===== src/rtl/uart_alu_pkg.sv =====
// Shared definitions for the UART/ALU host controller and the external ALU:
// controller state encoding and the opcode map the ALU decodes.
package uart_alu_pkg;

    typedef enum logic [2:0] {
        ST_WAIT_A  = 3'd0,
        ST_WAIT_B  = 3'd1,
        ST_WAIT_OP = 3'd2,
        ST_EXEC    = 3'd3,
        ST_SEND    = 3'd4
    } state_t;

    localparam int unsigned OP_W = 6;

    localparam logic [OP_W-1:0] OP_ADD = 6'b100000;
    localparam logic [OP_W-1:0] OP_SUB = 6'b100010;
    localparam logic [OP_W-1:0] OP_AND = 6'b100100;
    localparam logic [OP_W-1:0] OP_OR  = 6'b100101;
    localparam logic [OP_W-1:0] OP_XOR = 6'b100110;
    localparam logic [OP_W-1:0] OP_NOR = 6'b100111;
    localparam logic [OP_W-1:0] OP_SRA = 6'b000011;
    localparam logic [OP_W-1:0] OP_SRL = 6'b000010;

endpackage


===== src/rtl/uart_alu_interface.sv =====
// Pops A, B, opcode from the RX FIFO, hands them to the external ALU, and pushes
// the result byte into the TX FIFO. A stalled partial frame is dropped on timeout.
module uart_alu_interface
    import uart_alu_pkg::*;
#(
    parameter int unsigned DBIT    = 8,
    parameter int unsigned NB_OP   = 6,
    parameter int unsigned TIMEOUT = 1_000_000,
    parameter int unsigned TO_BIT  = 20
) (
    input  logic             i_clk,
    input  logic             reset,
    input  logic             i_rx_empty,
    input  logic [DBIT-1:0]  i_r_data,
    output logic             o_rd_uart,
    input  logic             i_tx_full,
    output logic             o_wr_uart,
    output logic [DBIT-1:0]  o_w_data,
    output logic [DBIT-1:0]  o_data_a,
    output logic [DBIT-1:0]  o_data_b,
    output logic [NB_OP-1:0] o_opcode,
    input  logic [DBIT-1:0]  i_alu_result,
    output logic             o_valid,
    output logic             o_timeout
);

    state_t              r_state;
    state_t              w_next;
    logic [TO_BIT-1:0]   r_to_cnt;
    logic [DBIT-1:0]     r_w_data;
    logic [DBIT-1:0]     r_data_a;
    logic [DBIT-1:0]     r_data_b;
    logic [NB_OP-1:0]    r_opcode;
    logic                w_rx_take;
    logic                w_tx_push;
    logic                w_exec;
    logic                w_to_hit;
    logic                w_to_limit;

    // A zero TIMEOUT never matches, so a partial frame may wait forever.
    assign w_to_limit = (TIMEOUT != 0) && (r_to_cnt == TO_BIT'(TIMEOUT - 1));

    always_comb begin
        w_next    = r_state;
        w_rx_take = 1'b0;
        w_tx_push = 1'b0;
        w_exec    = 1'b0;
        w_to_hit  = 1'b0;
        case (r_state)
            ST_WAIT_A: begin
                if (!i_rx_empty) begin
                    w_rx_take = 1'b1;
                    w_next    = ST_WAIT_B;
                end
            end
            ST_WAIT_B: begin
                if (!i_rx_empty) begin
                    w_rx_take = 1'b1;
                    w_next    = ST_WAIT_OP;
                end else if (w_to_limit) begin
                    w_to_hit = 1'b1;
                    w_next   = ST_WAIT_A;
                end
            end
            ST_WAIT_OP: begin
                if (!i_rx_empty) begin
                    w_rx_take = 1'b1;
                    w_next    = ST_EXEC;
                end else if (w_to_limit) begin
                    w_to_hit = 1'b1;
                    w_next   = ST_WAIT_A;
                end
            end
            ST_EXEC: begin
                w_exec = 1'b1;
                w_next = ST_SEND;
            end
            ST_SEND: begin
                if (!i_tx_full) begin
                    w_tx_push = 1'b1;
                    w_next    = ST_WAIT_A;
                end
            end
            default: w_next = ST_WAIT_A;
        endcase
    end

    always_ff @(posedge i_clk) begin
        if (reset) begin
            r_state  <= ST_WAIT_A;
            r_data_a <= '0;
            r_data_b <= '0;
            r_opcode <= '0;
            r_w_data <= '0;
        end else begin
            r_state <= w_next;
            if (w_rx_take) begin
                case (r_state)
                    ST_WAIT_A:  r_data_a <= i_r_data;
                    ST_WAIT_B:  r_data_b <= i_r_data;
                    ST_WAIT_OP: r_opcode <= i_r_data[NB_OP-1:0];
                    default:    ;
                endcase
            end
            if (w_exec) begin
                r_w_data <= i_alu_result;
            end
        end
    end

    // Counts consecutive empty cycles inside a partial frame.
    always_ff @(posedge i_clk) begin
        if (reset) begin
            r_to_cnt <= '0;
        end else if ((r_state == ST_WAIT_B || r_state == ST_WAIT_OP) && !w_rx_take && !w_to_hit) begin
            r_to_cnt <= r_to_cnt + TO_BIT'(1);
        end else begin
            r_to_cnt <= '0;
        end
    end

    // FIFO strobes and pulses are suppressed during the reset cycle.
    assign o_rd_uart = w_rx_take & ~reset;
    assign o_wr_uart = w_tx_push & ~reset;
    assign o_valid   = w_exec    & ~reset;
    assign o_timeout = w_to_hit  & ~reset;

    assign o_w_data = r_w_data;
    assign o_data_a = r_data_a;
    assign o_data_b = r_data_b;
    assign o_opcode = r_opcode;

endmodule


===== config.mk =====
export PLATFORM = sky130hd
export DESIGN_NAME = uart_alu_interface
export DESIGN_NICKNAME = d
export VERILOG_FILES = /design/src/rtl/uart_alu_pkg.sv /design/src/rtl/uart_alu_interface.sv
export SDC_FILE = /design/constraint.sdc
export NUM_CORES = 1
export LEC_CHECK = 0
export BUFFER_PORTS_ARGS = -buffer_cell sky130_fd_sc_hd__buf_2
export CORE_MARGIN = 8
export CORE_UTILIZATION = 40
export DETAILED_ROUTE_END_ITERATION = 7
export MAX_ROUTING_LAYER = met4
export PLACE_DENSITY = 0.61
export REMOVE_ABC_BUFFERS = 1
export SYNTH_ARGS = -nofsm -noshare
export SYNTH_HDL_FRONTEND = slang
export SYNTH_SLANG_ARGS = --single-unit

===== constraint.sdc =====
create_clock -name i_clk -period 1.8 [get_ports i_clk]
set_clock_uncertainty 0.2 [all_clocks]
set_input_delay 0.18 -clock i_clk [delete_from_list [all_inputs] [get_ports i_clk]]
set_output_delay 0.18 -clock i_clk [all_outputs]
set_load 0.05 [all_outputs]

Yosys cells after proc, flatten, opt, wreduce, memory -nomap -nowiden

Cells that the tools add are included.

Bits in registers: 53
Bits of input ports: 20
Output and inout port bits: 34
Logic and storage cells: 47

Add/sub/neg operators: 1
Equal/unequal tests: 7
Multiplexer cells: 14
Bitwise operators: 6
Reduce and logical (&&, ||, !) cells: 13

Operators by type and width:

| cell                                                                  | count |
|---|---|
| 20-bit by 1-bit adder with 20-bit output, second input constant       | 1 |
| 20-bit equality test, second input constant                           | 1 |
| 3-bit two-way mux                                                     | 5 |
| 3-bit case mux with 5 select lines                                    | 1 |
| 1-bit two-way mux                                                     | 8 |
| 2-bit AND reduction                                                   | 4 |
| 3-bit by 2-bit equality test with 1-bit output, second input constant | 2 |
| 1-bit bitwise AND                                                     | 4 |
| 2-bit inequality test, second input constant                          | 2 |
| 2-bit OR reduction                                                    | 2 |
| 3-bit by 1-bit equality test with 1-bit output, second input constant | 1 |
| 3-bit equality test, second input constant                            | 1 |
| 3-bit logical NOT                                                     | 1 |
| 3-bit OR reduction                                                    | 1 |
| 1-bit logical AND                                                     | 2 |
| 1-bit logical NOT                                                     | 2 |
| 1-bit NOT                                                             | 2 |
| 1-bit logical OR                                                      | 1 |

Logic depth before layout (Yosys ltp)

Depth in word-level cells: 8
Gate-level depth with buffers: 7
Depth with buffers taken out: 5

Worst setup path before layout

OpenSTA, ideal clock, no wires.

Path kind: reg2out
From: register r_to_cnt[0]
To: output o_timeout
Arrival time: 2.670 ns
Required time: 1.420 ns
Setup slack: -1.250 ns
Cell stages (with the launch flop): 6
Path buffers: 1
Path through: dfxtp_1 > ha_1 > and4_1 > buf_2 > nand2_1 > nor4b_1

Word-level cells in the longest chain between the ends: 5

RTL lines:

| what                     | line                                               | RTL |
|---|---|---|
| start: declaration       | uart_alu_interface.sv:29                           | `logic [TO_BIT-1:0] r_to_cnt;` |
| start signal: assignment | uart_alu_interface.sv:116                          | `r_to_cnt <= r_to_cnt + TO_BIT'(1);` |
| 20-bit equality test     | uart_alu_interface.sv:41                           | `assign w_to_limit = (TIMEOUT != 0) && (r_to_cnt == TO_BIT'(TIMEOUT - 1));` |
| 1-bit two-way mux        | uart_alu_interface.sv:60, uart_alu_interface.sv:69 |  |
| 1-bit two-way mux        | uart_alu_interface.sv:57                           | `if (!i_rx_empty) begin` |
| 1-bit two-way mux        | --                                                 |  |
| 1-bit bitwise AND        | uart_alu_interface.sv:126                          | `assign o_timeout = w_to_hit & ~reset;` |
| end: declaration         | uart_alu_interface.sv:24                           | `output logic o_timeout` |

No other way between the ends.

Final worst setup path

From: register r_to_cnt[1]
To: output o_timeout

The elaborated chain is that of the path after synthesis.

==> flow_summary.json <==
{
  "worst-setup-path-type": "flop to output port",
  "min_path_cells": 3,
  "grt_pass1_vias": 1979,
  "syn_inst": 247,
  "violations": "negative setup slack",
  "cts_tree": "yes",
  "yosys_warnings": 0,
  "yosysSeqAreaShare": 0.485,
  "cts_buffers": 5,
  "yosysUniqueCellTypes": 35,
  "wirelength_um": 5390,
  "fp.coreArea_mm2": 0.00541,
  "row_count": 27,
  "drive_above_1_share": 0.381,
  "ant_nets": 0,
  "worst_r2r_endpoint": "r_to_cnt[19]",
  "slew_headroom": 0.768,
  "initial_core_util": 0.405,
  "antennaDiodeCount": 0,
  "ys.flop_type": "dfxtp_1",
  "rsz0062_at_grt": "yes",
  "dieArea_mm2": 0.00810,
  "setup_viol": 6,
  "worst_pin_slew_ns": 0.347,
  "slew_viol_final": 0,
  "grt_pass1_wl_um": 8970,
  "die_w_um": 90.0,
  "powerDensity_mw_per_mm2": 683,
  "cts.sinks": 53,
  "drt-vias-per-instance": 4.81,
  "finalCriticalPeriod_ns": 1.95,
  "min_to": "r_state[1]",
  "wl_per_cell_um": 12.7,
  "cp_max_fo": 2,
  "r2r-start": "r_to_cnt[1]",
  "path_clk_slew_ns": 0.09,
  "cts_htree_levels": 2,
  "synthArstFlopShare": 0,
  "r2r_slack_ns": -0.06,
  "syn2layout_area_growth_pct": 47.6,
  "crit_path_end_kind": "output port",
  "die_h_um": 90.0,
  "drtPass1Iterations": 4,
  "netlist_area_mm2": 0.00219,
  "place.gp.congestion": 0.834,
  "numPortBuffers": 53,
  "first_iter_violations": 34,
  "clock_path_buffers": 2,
  "place_ws_ns": -0.0505,
  "drcViolationCount": 0,
  "worst_ep_arrival_time_ns": 1.57,
  "grt_use_total": 0.133,
  "clk_latency_ns": 0.30,
  "worst_r2r_path_depth": 6,
  "ir_drop_uv": 320,
  "fill_cells": 491,
  "ys_seq_elements": 53,
  "fin_hold_ws_ns": 0.0570,
  "synth_edf_count": 0,
  "cap_violations": 0,
  "grt_max_degree": 34,
  "overflow": 0,
  "setup_slack_ns": -0.150,
  "finalHoldViolations": 0,
  "hpwlAfterDp_um": 3720,
  "critical_path.startpoint_type": "flop",
  "power.leakage_nw": 1.39,
  "cts-root-buf": "clkbuf_8",
  "avgSynthCellArea_um2": 8.86,
  "fmaxAchievable_ghz": 0.513,
  "status": "finished with violations",
  "fin_nets": 374,
  "crit_required_ns": 1.42,
  "worstHoldStart": "i_rx_empty",
  "antenna_found_initial": 0,
  "hold_class": "primary input to flop",
  "finish.utilization": 0.598,
  "vias": 2049,
  "min_period_over_period": 1.08,
  "io_pins": 54
}
[worst max path at each step]
stage	from	to	slack [ns]	depth (start not counted)
2_1_floorplan	r_to_cnt[0]	o_timeout	-1.24	4
3_3_place_gp	r_to_cnt[7]	o_timeout	0.004	4
3_5_place_dp	r_to_cnt[11]	o_timeout	-0.05	4
4_1_cts	r_to_cnt[6]	o_timeout	-0.16	5
5_1_grt	r_to_cnt[1]	o_timeout	-0.24	5
6_report	r_to_cnt[1]	o_timeout	-0.15	5
[power by group]
part	total, mW	leakage (nW)	internal [mW]	switching [mW]
clock network	0.677	0.0447	0.281	0.396
registers	1.22	0.434	1.20	0.0148
logic	0.315	0.915	0.123	0.191
total	2.21	1.39	1.61	0.602
[repair_timing]
action,in CTS,in global routing
gates resized for setup,26,15
hold buffers,17,0
pin swaps,7,4
hold endpoints to repair,31,0
setup endpoints to repair,24,9
buffers inserted,3,4
[Yosys cell counts, types with 2 or more instances]
| master | n | area share |
|---|---|---|
| dfxtp_1 | 53 | 0.48 |
| nand2_1 | 42 | 0.072 |
| nor2_1 | 32 | 0.055 |
| a21oi_1 | 23 | 0.053 |
| mux2i_1 | 14 | 0.064 |
| xor2_1 | 12 | 0.048 |
| nand3_1 | 8 | 0.018 |
| clkbuf_1 | 6 | 0.010 |
| buf_2 | 5 | 0.011 |
| nand4_1 | 5 | 0.014 |
| inv_1 | 4 | 0.0069 |
| o21ai_0 | 4 | 0.0091 |
| or3_1 | 4 | 0.011 |
| and3_1 | 3 | 0.0086 |
| nor3_1 | 3 | 0.0069 |
| o31ai_1 | 3 | 0.010 |
| or4_1 | 3 | 0.010 |
| a21boi_0 | 2 | 0.0069 |
| and4_1 | 2 | 0.0080 |
| buf_6 | 2 | 0.010 |
| nor4b_1 | 2 | 0.0080 |
| or2_2 | 2 | 0.0057 |
[cell usage in the layout, fill, tap and decap left out, types with 2 or more instances in the layout]
cell type      instances
nand2_1               39
o21ai_0                4
or3_1                  4
nor4b_4                2
xor2_1                12
clkbuf_8               5
nor2_1                30
nand2_2                2
nor4_4                 2
and4_2                 2
or4_1                  2
a21oi_1               23
dfxtp_1               44
nand3_1                8
o31ai_1                3
and3_1                 3
nor3_1                 2
dfxtp_2                9
mux2i_1               14
a21boi_0               2
buf_12                 3
dlygate4sd3_1         17
inv_1                  4
buf_6                  5
buf_4                 36
buf_2                 50
nand4_1                5
[sequential cells by signal, indices dropped and copies added, names as in the netlist]
name and count:
r_to_cnt 20, o_opcode 6, r_state 3, o_data_a 8
o_data_b 8, o_w_data 8
[critical path, cell delays in order, from the launching register on]
cell and delay, ns:
dfxtp_2 0.36, ha_4 0.13, and4_4 0.23, nand2_4 0.06, nor4b_4 0.29, buf_6 0.20
[metal layers]
layer,up-vias,share of wire,global-route usage
met1,932,0.47,0.153
met3,8,0.056,0.0407
li1,1060,-,-
met5,-,0,-
met2,49,0.46,0.220
met4,0,0.013,0.0374
[through the flow]
stage	setup TNS (ns)	std cells	cell area [um2]	power, mW
after floorplan	-2.78	234	2120	1.41
after global placement	0	394	2780	1.51
after detailed placement	-0.122	394	2780	1.51
after CTS	-0.178	422	3150	2.24
after global routing	-0.931	426	3230	2.31
final	-0.405	426	3230	2.21
[cell families after synthesis]
group                    share of synthesized area
buffers and inverters                       0.0389
multiplexers                                0.0640
AO/OA/AOI/OAI                               0.0869
AND/OR/NAND/NOR                              0.268
XOR/XNOR                                    0.0520
adder cells (fa/ha/maj)                    0.00571
flip-flops                                   0.485
[area by class of cell]
class                           instances  area, um2  share of cell area
Clock inverter                          3       25.0             0.00774
Inverter                                4       15.0             0.00465
Multi-Input combinational cell        177       1140               0.352
Clock buffer                            5       68.8              0.0213
Tap cell                               72       90.1              0.0279
Sequential cell                        53       1070               0.332
Timing Repair Buffer                  112        822               0.254
No activity file was read; power rests on OpenSTA's default activity.
